### config.mk
export PLATFORM = sky130hd
export DESIGN_NAME = rsa_modexp
export DESIGN_NICKNAME = d
export VERILOG_FILES = /design/src/rtl/rsa_modexp.sv
export SDC_FILE = /design/constraint.sdc
export NUM_CORES = 1
export LEC_CHECK = 0
export CAP_MARGIN = 10
export CORE_ASPECT_RATIO = 0.5
export CORE_MARGIN = 2
export CORE_UTILIZATION = 30
export DETAILED_ROUTE_END_ITERATION = 8
export PLACE_DENSITY = 0.53
export SLEW_MARGIN = 20
export SYNTH_ARGS = -nofsm -noshare
export SYNTH_HDL_FRONTEND = slang
export SYNTH_SLANG_ARGS = --single-unit
### constraint.sdc
create_clock -name clk -period 11.9 [get_ports clk]
set_input_delay 1.785 -clock clk [delete_from_list [all_inputs] [get_ports clk]]
set_output_delay 1.785 -clock clk [all_outputs]
set_load 0.05 [all_outputs]
### src/rtl/rsa_modexp.sv
// Montgomery modular exponentiation c = m^e mod p with a bit-serial MM datapath.
// Optional build macro RSA_SKIP_LEADING_ZEROS_EN starts the square/multiply loop at the MSB of e.
module rsa_modexp #(
  parameter int WIDTH = 8
) (
  input  logic             clk,
  input  logic             rstb,
  input  logic             ena,
  input  logic             start_cmd,
  input  logic             stop_cmd,
  input  logic [WIDTH-1:0] rsa_p,
  input  logic [WIDTH-1:0] rsa_e,
  input  logic [WIDTH-1:0] rsa_m,
  input  logic [WIDTH-1:0] rsa_const,
  output logic [WIDTH-1:0] rsa_c,
  output logic             eoc,
  output logic             busy
);

  localparam int SW = WIDTH + 2;
  localparam int BW = (WIDTH > 1) ? $clog2(WIDTH) : 1;
  localparam int CW = $clog2(WIDTH + 1);
  localparam logic [CW-1:0] LAST_STEP = CW'(WIDTH);
  localparam logic [WIDTH-1:0] ONE = WIDTH'(1);

  typedef enum logic [2:0] {
    S_IDLE, S_PRE_M, S_PRE_X, S_SQUARE, S_MULT, S_POST, S_DONE
  } state_t;

  state_t           state_q;
  logic [WIDTH-1:0] p_q, e_q, m_q, const_q, mbar_q, xbar_q, rsa_c_q;
  logic [SW-1:0]    s_q;
  logic [CW-1:0]    step_q;
  logic [BW-1:0]    bit_q;
  logic             eoc_q, busy_q;

  logic [WIDTH-1:0] a_s, b_s, mm_res_d;
  logic             a_bit_s;
  logic [SW-1:0]    acc_s, odd_s, s_step_d, s_corr_s, p_ext_s;
  logic [BW-1:0]    start_bit_d;

`ifdef RSA_SKIP_LEADING_ZEROS_EN
  function automatic logic [BW-1:0] msb_pos(input logic [WIDTH-1:0] v);
    logic [BW-1:0] pos;
    pos = '0;
    for (int i = 0; i < WIDTH; i++) begin
      if (v[i]) pos = BW'(i);
    end
    return pos;
  endfunction
  assign start_bit_d = msb_pos(rsa_e);
`else
  assign start_bit_d = BW'(WIDTH - 1);
`endif

  // Operand selection for the Montgomery product of the current state
  always_comb begin
    a_s = '0;
    b_s = '0;
    case (state_q)
      S_PRE_M:  begin a_s = m_q;    b_s = const_q; end
      S_PRE_X:  begin a_s = ONE;    b_s = const_q; end
      S_SQUARE: begin a_s = xbar_q; b_s = xbar_q;  end
      S_MULT:   begin a_s = mbar_q; b_s = xbar_q;  end
      S_POST:   begin a_s = xbar_q; b_s = ONE;     end
      default:  begin a_s = '0;     b_s = '0;      end
    endcase
  end

  // One MM iteration and the final conditional subtraction
  always_comb begin
    p_ext_s  = {2'b00, p_q};
    a_bit_s  = (step_q < LAST_STEP) ? a_s[step_q[BW-1:0]] : 1'b0;
    acc_s    = s_q + (a_bit_s ? {2'b00, b_s} : {SW{1'b0}});
    odd_s    = acc_s[0] ? (acc_s + p_ext_s) : acc_s;
    s_step_d = odd_s >> 1;
    s_corr_s = (s_q >= p_ext_s) ? (s_q - p_ext_s) : s_q;
    mm_res_d = s_corr_s[WIDTH-1:0];
  end

  // Control FSM, operand shadows, MM accumulator and registered outputs
  always_ff @(posedge clk) begin
    if (!rstb) begin
      state_q <= S_IDLE;
      p_q <= '0; e_q <= '0; m_q <= '0; const_q <= '0;
      mbar_q <= '0; xbar_q <= '0; rsa_c_q <= '0;
      s_q <= '0; step_q <= '0; bit_q <= '0;
      eoc_q <= 1'b0; busy_q <= 1'b0;
    end else if (ena) begin
      if (state_q == S_IDLE) begin
        eoc_q <= 1'b0;
        if (start_cmd && !stop_cmd) begin
          p_q <= rsa_p; e_q <= rsa_e; m_q <= rsa_m; const_q <= rsa_const;
          s_q <= '0; step_q <= '0; bit_q <= start_bit_d;
          busy_q  <= 1'b1;
          state_q <= S_PRE_M;
        end else begin
          busy_q <= 1'b0;
        end
      end else if (stop_cmd || state_q == S_DONE) begin
        state_q <= S_IDLE;
        busy_q  <= 1'b0;
        eoc_q   <= 1'b0;
        s_q     <= '0;
        step_q  <= '0;
      end else if (step_q != LAST_STEP) begin
        s_q    <= s_step_d;
        step_q <= step_q + CW'(1);
      end else begin
        s_q    <= '0;
        step_q <= '0;
        case (state_q)
          S_PRE_M: begin
            mbar_q  <= mm_res_d;
            state_q <= S_PRE_X;
          end
          S_PRE_X: begin
            xbar_q <= mm_res_d;
`ifdef RSA_SKIP_LEADING_ZEROS_EN
            state_q <= (e_q == '0) ? S_POST : S_SQUARE;
`else
            state_q <= S_SQUARE;
`endif
          end
          S_SQUARE: begin
            xbar_q <= mm_res_d;
            if (e_q[bit_q]) begin
              state_q <= S_MULT;
            end else if (bit_q == '0) begin
              state_q <= S_POST;
            end else begin
              bit_q   <= bit_q - BW'(1);
              state_q <= S_SQUARE;
            end
          end
          S_MULT: begin
            xbar_q <= mm_res_d;
            if (bit_q == '0) begin
              state_q <= S_POST;
            end else begin
              bit_q   <= bit_q - BW'(1);
              state_q <= S_SQUARE;
            end
          end
          S_POST: begin
            rsa_c_q <= mm_res_d;
            eoc_q   <= 1'b1;
            state_q <= S_DONE;
          end
          default: begin
            state_q <= S_IDLE;
            busy_q  <= 1'b0;
          end
        endcase
      end
    end
  end

  assign rsa_c = rsa_c_q;
  assign eoc   = eoc_q;
  assign busy  = busy_q;

endmodule

Word level (Yosys, flattened, before mapping). Index checks and enable logic that the tools add are counted.

Register bits after elaboration: 78. Bits in latches: 0. Bits in writable memories: 0. ROM bits: 0. Bits of input ports: 37. Logic and storage cells: 100. Memories: 0.

Add/sub/neg operators: 5. $mul: 0. Divide/modulo/power cells: 0. $lt $le $gt $ge: 4. Eq/ne operators: 13. Shifts and indexed selects: 0. Muxes and demuxes: 41. Bitwise operators: 3. Reduce and logical (&&, ||, !) cells: 21.

Operators with widths (number): $mux 3 (12); $pmux 8 s4 (1); $mux 10 (3); $pmux 8 s3 (1); $add 10x8->10 (2); $mux 9 (2); $mux 4 (4); $mux 8 (2); $pmux 3 s5 (1); $reduce_and 5->1 (3); $mux 1 (12); $reduce_and 3->1 (4); $ge 10x8->1 (1); $eq 3x3->1 const B (3); $lt 3x4->1 const B (2); $sub 8x8->8 (1); $bmux 1 s3 (2); $eq 3x2->1 const B (2); $logic_not 3->1 (2); $ne 3x3->1 const B (2); $pmux 3 s2 (1); $reduce_and 6->1 (1); $reduce_bool 3->1 (2); $reduce_or 2->1 (3); 15 further kinds (18).

Longest topological paths before layout. Gate-level depths: netlist (run 1).

Word-level depth: 13. Gate-level depth with buffers: 20. Gate-level depth less buffers: 19.

Worst setup path before layout (run 1). No wires, ideal clock.

Path kind: register to register. Start: register state_q[2]. End: register s_q[8]. Setup time: 74 ps. Data arrival time: 4150 ps. Data required time: 11826 ps. Path slack: 7676 ps. Cell stages (with the launch flop): 21. Path buffers: 1. Clock period less this slack: 4224 ps. Cells stage by stage: dfxtp_1 > buf_4 > nor2_1 > a22o_1 > a221oi_1 > nor2_1 > o2111ai_1 > a21oi_1 > ha_1 > fa_1 > a21o_1 > a22o_1 > nor2_1 > xnor2_1 > ha_1 > a21oi_1 > o21ai_0 > o21a_1 > o221ai_1 > a41oi_1 > o21ai_0.

Word-level cells in the longest chain between the ends: 13. Elaborated cells on any way between the ends: 25.

Ends and longest elaborated chain: start, declared (RTL line 30) `state_t state_q;`; start signal, assigned (RTL line 84) `state_q <= S_IDLE;`; start signal, assigned (RTL line 96) `state_q <= S_PRE_M;`; start signal, assigned (RTL line 101) `state_q <= S_IDLE;`; $eq 3x2->1 / $eq 3x3->1 (equally long branches) (RTL line 60) `case (state_q)`; $reduce_or 2->1 (no line); $pmux 8 s4 (RTL line 60); $bmux 1 s3 (RTL line 73) `a_bit_s = (step_q < LAST_STEP) ? a_s[step_q[BW-1:0]] : 1'b0;`; $mux 1 (implied by the code) (RTL line 73); $mux 1 (RTL line 73); $mux 8 (RTL line 74) `acc_s = s_q + (a_bit_s ? {2'b00, b_s} : {SW{1'b0}});`; $add 10x8->10 (RTL line 74); $add 10x8->10 (RTL line 75) `odd_s = acc_s[0] ? (acc_s + p_ext_s) : acc_s;`; $mux 10 (RTL line 75); $mux 9 (RTL line 106) `end else if (step_q != LAST_STEP) begin`; $mux 9 (RTL line 100) `end else if (stop_cmd || state_q == S_DONE) begin`; $mux 10 (RTL line 90) `if (state_q == S_IDLE) begin`; end signal, assigned (RTL line 107) `s_q <= s_step_d;`; end, declared (RTL line 32) `logic [SW-1:0] s_q;`.

Several ways; a longest one is shown, not always the timed one. The select of a mux whose other input is x is not followed. A chain may end at the register's enable or synchronous reset.

Worst setup path after layout (run 1).
Start: register state_q[1]. End: register s_q[7].

Same word-level chain as after synthesis.

==> results_dict.tcl, run 1 <==
set metrics [dict create \
    die_area_sq_um 17000 \
    start_kind "flip-flop" \
    net-switching-power_uw 162 \
    crit_buf_inv 0 \
    syn_to_final_growth_pct 19.9 \
    hold_viol 0 \
    grt_overflow 0 \
    tightest_slew_ns 0.945 \
    setup_viol 0 \
    clk_pin_slew_ns 0.07 \
    synth_edf_count 0 \
    routabilityCongestion 0.836 \
    p_per_area_nw_per_um2 115 \
    netlist.area_leader.share_pct 32.3 \
    grt_max_degree 54 \
    seq_power_share_pct 40.4 \
    clk_path_buf_depth 2 \
    switching_share_pct 24.5 \
    yosysSeqAreaShare_pct 32.3 \
    netlist_top_cells_area "dfxtp_1 (32%), a21oi_1 (7.9%), nand2_1 (7.9%)" \
    ys_types 63 \
    synth.net_count 683 \
    io_buffers 46 \
    leakage_uw 0.00210 \
    synth_ff_type "dfxtp_1" \
    maxCapViolations 0 \
    crit_slowest_cell "dfxtp_1" \
    crit_required_ns 12.17 \
    synth-simple-area-share_pct 21.6 \
    clock_skew_ns 0.00868 \
    antenna_cells 0 \
    drtPass1Iterations 5 \
    rows 32 \
    crit_path_max_incr_delay_ns 0.81 \
    wl_per_cell_um 15.6 \
    synth_area_per_cell_sq_um 7.76 \
    worstSkewPairLatency_ns 0.34 \
    initial_core_util_pct 30.9 \
    fin_util_pct 37.0 \
    ys_ff_latch 77 \
    synth-compound-area-share_pct 26.0 \
    fmax_ghz 0.189 \
    synth_commonest_cells "nand2_1 (100), dfxtp_1 (77), a21oi_1 (75)" \
    critPathArrivalTime_ns 5.57 \
    synth_most_common_cell "nand2_1" \
    setup_tns_ns 0 \
    synth-xor-area-share_pct 3.12 \
    first_iter_violations 329 \
    yosys.area.top_type "dfxtp_1" \
    cts_hold_buffers 0 \
    fin_nets 713 \
    status "finished clean" \
    die_h_um 93.2 \
    synthCells 615 \
    clock_sinks 77 \
    drt-total-wl_um 13300 \
    hp-class "reg -> reg" \
    layout-drive-gt1-share_pct 4.92 \
    cts_tree "yes" \
    internal_power_uw 498 \
    viasPerCell 5.29 \
    dieWidth_um 182 \
    crit_fanout 23 \
    postCtsSetupBuffers 0 \
    cts_made_buffers 9 \
    synthAdderAreaFrac_pct 8.81 \
    drcViolationCount 0 \
    relSlewSlack_pct 36.9 \
    ant_nets 0 \
    grt_pass1_vias 4287 \
    path_delay_family "compound AO/OA/AOI/OAI gates" \
    synthArstFlopShare_pct 0 \
    antenna_found_initial 0 \
    syn_area_sq_um 4770 \
    pwr-share-comb_pct 10.7 \
    period_needed_ns 5.30 \
    cp-end-kind "flip-flop" \
    dp_hpwl_um 10000 \
    cts_resized 0 \
    cp_cell_sequence "nor2_1 -> nand2_1 -> nand2_1 -> nor3b_1 -> o2111ai_1 -> a21oi_1 -> ha_1 -> a211oi_1 -> nor2_1 -> o31ai_1 -> a21boi_0 -> ha_1 -> o211a_1 -> o31a_1 -> o21ai_0 -> a21oi_1 -> xor2_1 -> o21ai_0" \
    cts-root-buf "clkbuf_16" \
    nFillCells 1618 \
    vias 4517 \
    io_pins 47 \
    ys_warn_count 0 \
    rsz0062_at_grt "no" \
    max-vdd-ir-drop_uv 69.6 \
    synthMuxAreaShare_pct 3.52 \
    pwr-share-clk_pct 48.8 \
    coreArea_sq_um 15500 \
    critPathKind "reg -> reg" \
    synth_top_family_by_area "compound AO/OA/AOI/OAI gates" \
    slew_viol_final 0 \
    htreeDepth 3 \
    p_total_uw 660 \
    grt_pass1_wl_um 21900 \
    grt_usage_pct 16.4 \
    fin_crit_sh_pct 44.6 \
]
## cells in the final DEF, fill, tap and decap left out, types with 4 or more instances in the layout
master,n
a211oi_1,10
a21o_1,6
a21oi_1,75
a221oi_1,5
a22o_1,5
a22oi_1,7
a31oi_1,10
and2_1,6
and3_1,6
clkbuf_16,9
clkdlybuf4s50_1,45
dfxtp_1,77
ha_1,28
inv_1,23
mux2i_1,10
nand2_1,100
nand3_1,23
nand3b_1,4
nand4_1,4
nor2_1,53
nor2b_1,7
nor3_1,10
o21a_1,10
o21ai_0,26
o221ai_1,5
o311ai_0,4
xnor2_1,10
xor2_1,7
## power by group through the flow
stage                     Sequential (uW)  Combinational (uW)  Clock, uW
final                                 267                70.7        322
after global routing                  267                78.4        339
after CTS                             267                70.9        329
after detailed placement              273                70.6          0
after global placement                273                70.4          0
after floorplan                       272                44.6          0
## cell type report
class	count	area (sq um)	share of cell area (%)
clock inverter	7	121	2.12
sequential	77	1540	26.9
inverter	24	90.1	1.57
tap	204	255	4.46
multi-input combinational	484	3010	52.6
timing repair buffer	49	478	8.36
clock buffer	9	225	3.94
## registers in the layout (all words and copies together) (netlist names)
name,cells
mbar_q,8
const_q,8
state_q,3
eoc,1
s_q,9
m_q,8
p_q,8
rsa_c,8
xbar_q,8
e_q,8
busy,1
step_q,4
bit_q,3
## worst reg2reg max path: stages, from the launching register on
cell       delay, ns
dfxtp_1         0.81
nor2_1          0.31
nand2_1         0.25
nand2_1         0.10
nor3b_1         0.38
o2111ai_1       0.40
a21oi_1         0.37
ha_1            0.30
a211oi_1        0.21
nor2_1          0.12
o31ai_1         0.36
a21boi_0        0.37
ha_1            0.33
o211a_1         0.14
o31a_1          0.12
o21ai_0         0.23
a21oi_1         0.11
xor2_1          0.16
o21ai_0         0.15
## layer usage
metal | vias to the layer above | track usage (%) | routed length, um
li1 | 2281 | - | -
met2 | 87 | 26.5 | 5970
met1 | 2133 | 22.2 | 6650
met4 | 0 | 5.24 | 172
met5 | - | 0 | 0
met3 | 16 | 3.19 | 514
## stage by stage
step | worst slack (ns) | cells | area (sq um) | hold WS [ns]
after floorplan | 7.68 | 615 | 4770 | 0.432
after global placement | 6.84 | 838 | 5380 | 0.444
after detailed placement | 6.72 | 838 | 5380 | 0.446
after CTS | 6.69 | 854 | 5730 | 0.455
after global routing | 6.06 | 854 | 5720 | 0.474
final | 6.60 | 854 | 5720 | 0.455
## final timing paths
path,from,slack (ns),end,cells past startpoint
worst max-delay path,state_q[1]$_SDFFE_PN0P_,6.60,s_q[7]$_SDFFE_PN0P_,18
worst min-delay path,e_q[0]$_SDFFE_PN0P_,0.45,e_q[0]$_SDFFE_PN0P_,2
worst max register to register,state_q[1]$_SDFFE_PN0P_,6.60,s_q[7]$_SDFFE_PN0P_,18
worst min register to register,e_q[0]$_SDFFE_PN0P_,0.45,e_q[0]$_SDFFE_PN0P_,2
## cells by family after synthesis
group	Yosys count
AOI/OAI and AO/OA	192
xor gates and xnor gates	17
adders and majority gates	32
buffers and inverters	54
DFF	77
muxes	14
and+or+nand+nor	229
Power figures use the tool's default switching activity.
==> inputs of run 2 (changes only) <==
==> constraint.sdc (replaced) <==
create_clock -name clk -period 5.2 [get_ports clk]
set_input_delay 0.78 -clock clk [delete_from_list [all_inputs] [get_ports clk]]
set_output_delay 0.78 -clock clk [all_outputs]
set_load 0.05 [all_outputs]
==> run 2 against run 1 <==
Setup slack lost 6.1 ns; power rose by 110%; design area decreased by 0.13%; die area unchanged; clock power is 83% higher; non-clock buffer count grew 5; maximum frequency increased by 13%.
==> results_dict.tcl, run 2 (synthesized netlist as in run 1, its figures left out) <==
set metrics [dict create \
    grt_overflow 0 \
    maxCapViolations 0 \
    fin_crit_sh_pct 90.3 \
    min_to "e_q[0]$_SDFFE_PN0P_" \
    layout-drive-gt1-share_pct 5.95 \
    dieWidth_um 182 \
    htreeDepth 3 \
    rows 32 \
    path_common_cell "o21ai_0" \
    nFillCells 1633 \
    rr_startpoint "state_q[1]$_SDFFE_PN0P_" \
    hold_start "e_q[0]$_SDFFE_PN0P_" \
    pwr-share-comb_pct 12.2 \
    switching_share_pct 26.3 \
    drt-total-wl_um 13500 \
    antenna_cells 0 \
    crit_required_ns 5.46 \
    grt_pass1_vias 4192 \
    multi_input_area_sq_um 3030 \
    leakage_uw 0.00208 \
    crit_fanout 13 \
    mostFrequentLayoutCells "nand2_1 (100), dfxtp_1 (77), a21oi_1 (75), nor2_1 (53), clkdlybuf4s50_1 (46)" \
    reg2reg_slack_ns 0.50 \
    whs_ns 0.454 \
    clk_pin_slew_ns 0.06 \
    cts_hold_buffers 0 \
    clock_skew_ns 0.00757 \
    regMostFlops "s_q" \
    cts_tree "yes" \
    crit_path_max_incr_delay_ns 0.52 \
    crit_slowest_cell "dfxtp_1" \
    postLayoutCellArea_sq_um 5710 \
    pwr-share-clk_pct 43.1 \
    vias 4509 \
    cp-end-kind "flip-flop" \
    die_h_um 93.2 \
    syn_to_final_growth_pct 19.8 \
    routabilityCongestion 0.880 \
    reg2regPathDepth 20 \
    cp_cell_sequence "buf_4 -> and3b_1 -> o21ai_0 -> o211ai_1 -> nor3b_1 -> o21ai_2 -> a21oi_1 -> ha_1 -> fa_1 -> a21o_1 -> a22o_1 -> nor2_1 -> xnor2_1 -> ha_1 -> a21oi_1 -> o21ai_0 -> o21a_1 -> o221ai_1 -> a41oi_1 -> o21ai_0" \
    net-switching-power_uw 360 \
    setup_tns_ns 0 \
    wl_per_cell_um 15.7 \
    setup_viol 0 \
    fin_nets 718 \
    hold_viol 0 \
    period_needed_ns 4.70 \
    tightest_slew_ns 0.829 \
    largest_reg_flops 9 \
    placed_cell_area_sq_um 5420 \
    p_per_area_nw_per_um2 239 \
    hp-class "reg -> reg" \
    ant_nets 0 \
    critPathKind "reg -> reg" \
    fmax_ghz 0.213 \
    final_common_cell "nand2_1" \
    max-vdd-ir-drop_uv 151 \
    grt_max_degree 35 \
    seq_power_share_pct 44.8 \
    start_kind "flip-flop" \
    final_cells 859 \
    worstSkewPairLatency_ns 0.34 \
    critPathArrivalTime_ns 4.96 \
    regArea_sq_um 1540 \
    grt_usage_pct 16.5 \
    io_buffers 46 \
    slew_viol_final 0 \
    viasPerCell 5.25 \
    io_pins 47 \
    antenna_found_initial 0 \
    clk_path_buf_depth 2 \
    clock_sinks 77 \
    cts-root-buf "clkbuf_16" \
    rr_endpoint "s_q[8]$_SDFFE_PN0P_" \
    drtPass1Iterations 7 \
    first_iter_violations 317 \
    coreArea_sq_um 15500 \
    grt_pass1_wl_um 22000 \
    initial_core_util_pct 30.9 \
    die_area_sq_um 17000 \
    relSlewSlack_pct 44.7 \
    internal_power_uw 1010 \
    dp_hpwl_um 10300 \
    drcViolationCount 0 \
    cts_made_buffers 9 \
    place_inst 843 \
    postCtsSetupBuffers 0 \
    crit_start "state_q[1]$_SDFFE_PN0P_" \
    min_delay_path_depth 2 \
    rsz0062_at_grt "no" \
    status "finished clean" \
]
run 2: cell count changes in the layout (fill, tap and decap cells not counted), sizes merged:
cell / before / now
inv: 26 / 24
clkdlybuf4s50: 45 / 46
buf: 4 / 8
clkbuf: 9 / 11
clkinvlp: 0 / 3
bufinv: 3 / 0
run 2: timing repair:
action | in CTS | in global routing
gates resized for setup | 0 | 4
endpoints found under the setup margin | 0 | 4
endpoints found under the hold margin | 0 | 0
run 2: metal layers:
layer  GRT usage, %  vias to the layer above  share of wire (%)
met1           23.0                     2139                 51
met3           2.96                        9                2.6
met2           26.6                       67                 45
li1               -                     2294                  -
met4           4.03                        0                1.0
met5              0                        -                  0
run 2: layout make-up:
type | count | share of cell area (%)
multi-input cells | 484 | 53.0
clock buffers | 11 | 4.25
flip-flops and latches | 77 | 27.0
repair buffers | 54 | 9.11
inverters | 24 | 1.58
well taps | 204 | 4.47
clock inverters | 5 | 0.635
run 2: power groups by stage:
stage	sequential, uW	combinational, uW	clock (uW)
after floorplan	622	102	0
after global placement	625	164	0
after detailed placement	625	165	0
after CTS	612	165	607
after global routing	613	184	630
final	612	166	589
run 2: worst max-delay path by stage:
stage,cells after the start,end
global route,19,s_q[8]$_SDFFE_PN0P_
CTS,19,s_q[8]$_SDFFE_PN0P_
detailed placement,19,s_q[8]$_SDFFE_PN0P_
floorplan,20,s_q[8]$_SDFFE_PN0P_
global placement,19,s_q[8]$_SDFFE_PN0P_
finish,20,s_q[8]$_SDFFE_PN0P_
run 2: metrics by stage:
stage / utilization (%) / setup slack (ns) / total power (uW)
global route: 37.0 / 0.0595 / 1430
CTS: 36.9 / 0.327 / 1380
finish: 37.0 / 0.505 / 1370
floorplan: - / 0.976 / 724
detailed placement: 35.1 / 0.371 / 790
global placement: 35.0 / 0.511 / 789
run 2: critical path: cells and delay by family, from the launching register on:
kind | cells | cell delay, ns
adders and majority gates | 3 | 0.97
xor gates and xnor gates | 1 | 0.15
DFF | 1 | 0.52
and+or+nand+nor | 3 | 0.52
buffers and inverters | 1 | 0.27
AOI/OAI and AO/OA | 12 | 2.19
==> inputs of run 3 (changes only) <==
--- a/config.mk
+++ b/config.mk
@@ -9,6 +9,7 @@
 export CORE_ASPECT_RATIO = 0.5
 export CORE_MARGIN = 2
 export CORE_UTILIZATION = 30
+export CTS_CLUSTER_SIZE = 10
 export DETAILED_ROUTE_END_ITERATION = 8
 export PLACE_DENSITY = 0.53
 export SLEW_MARGIN = 20
==> results of run 3 <==
No change in the layout: final DEF, timing and power equal those of run 2.
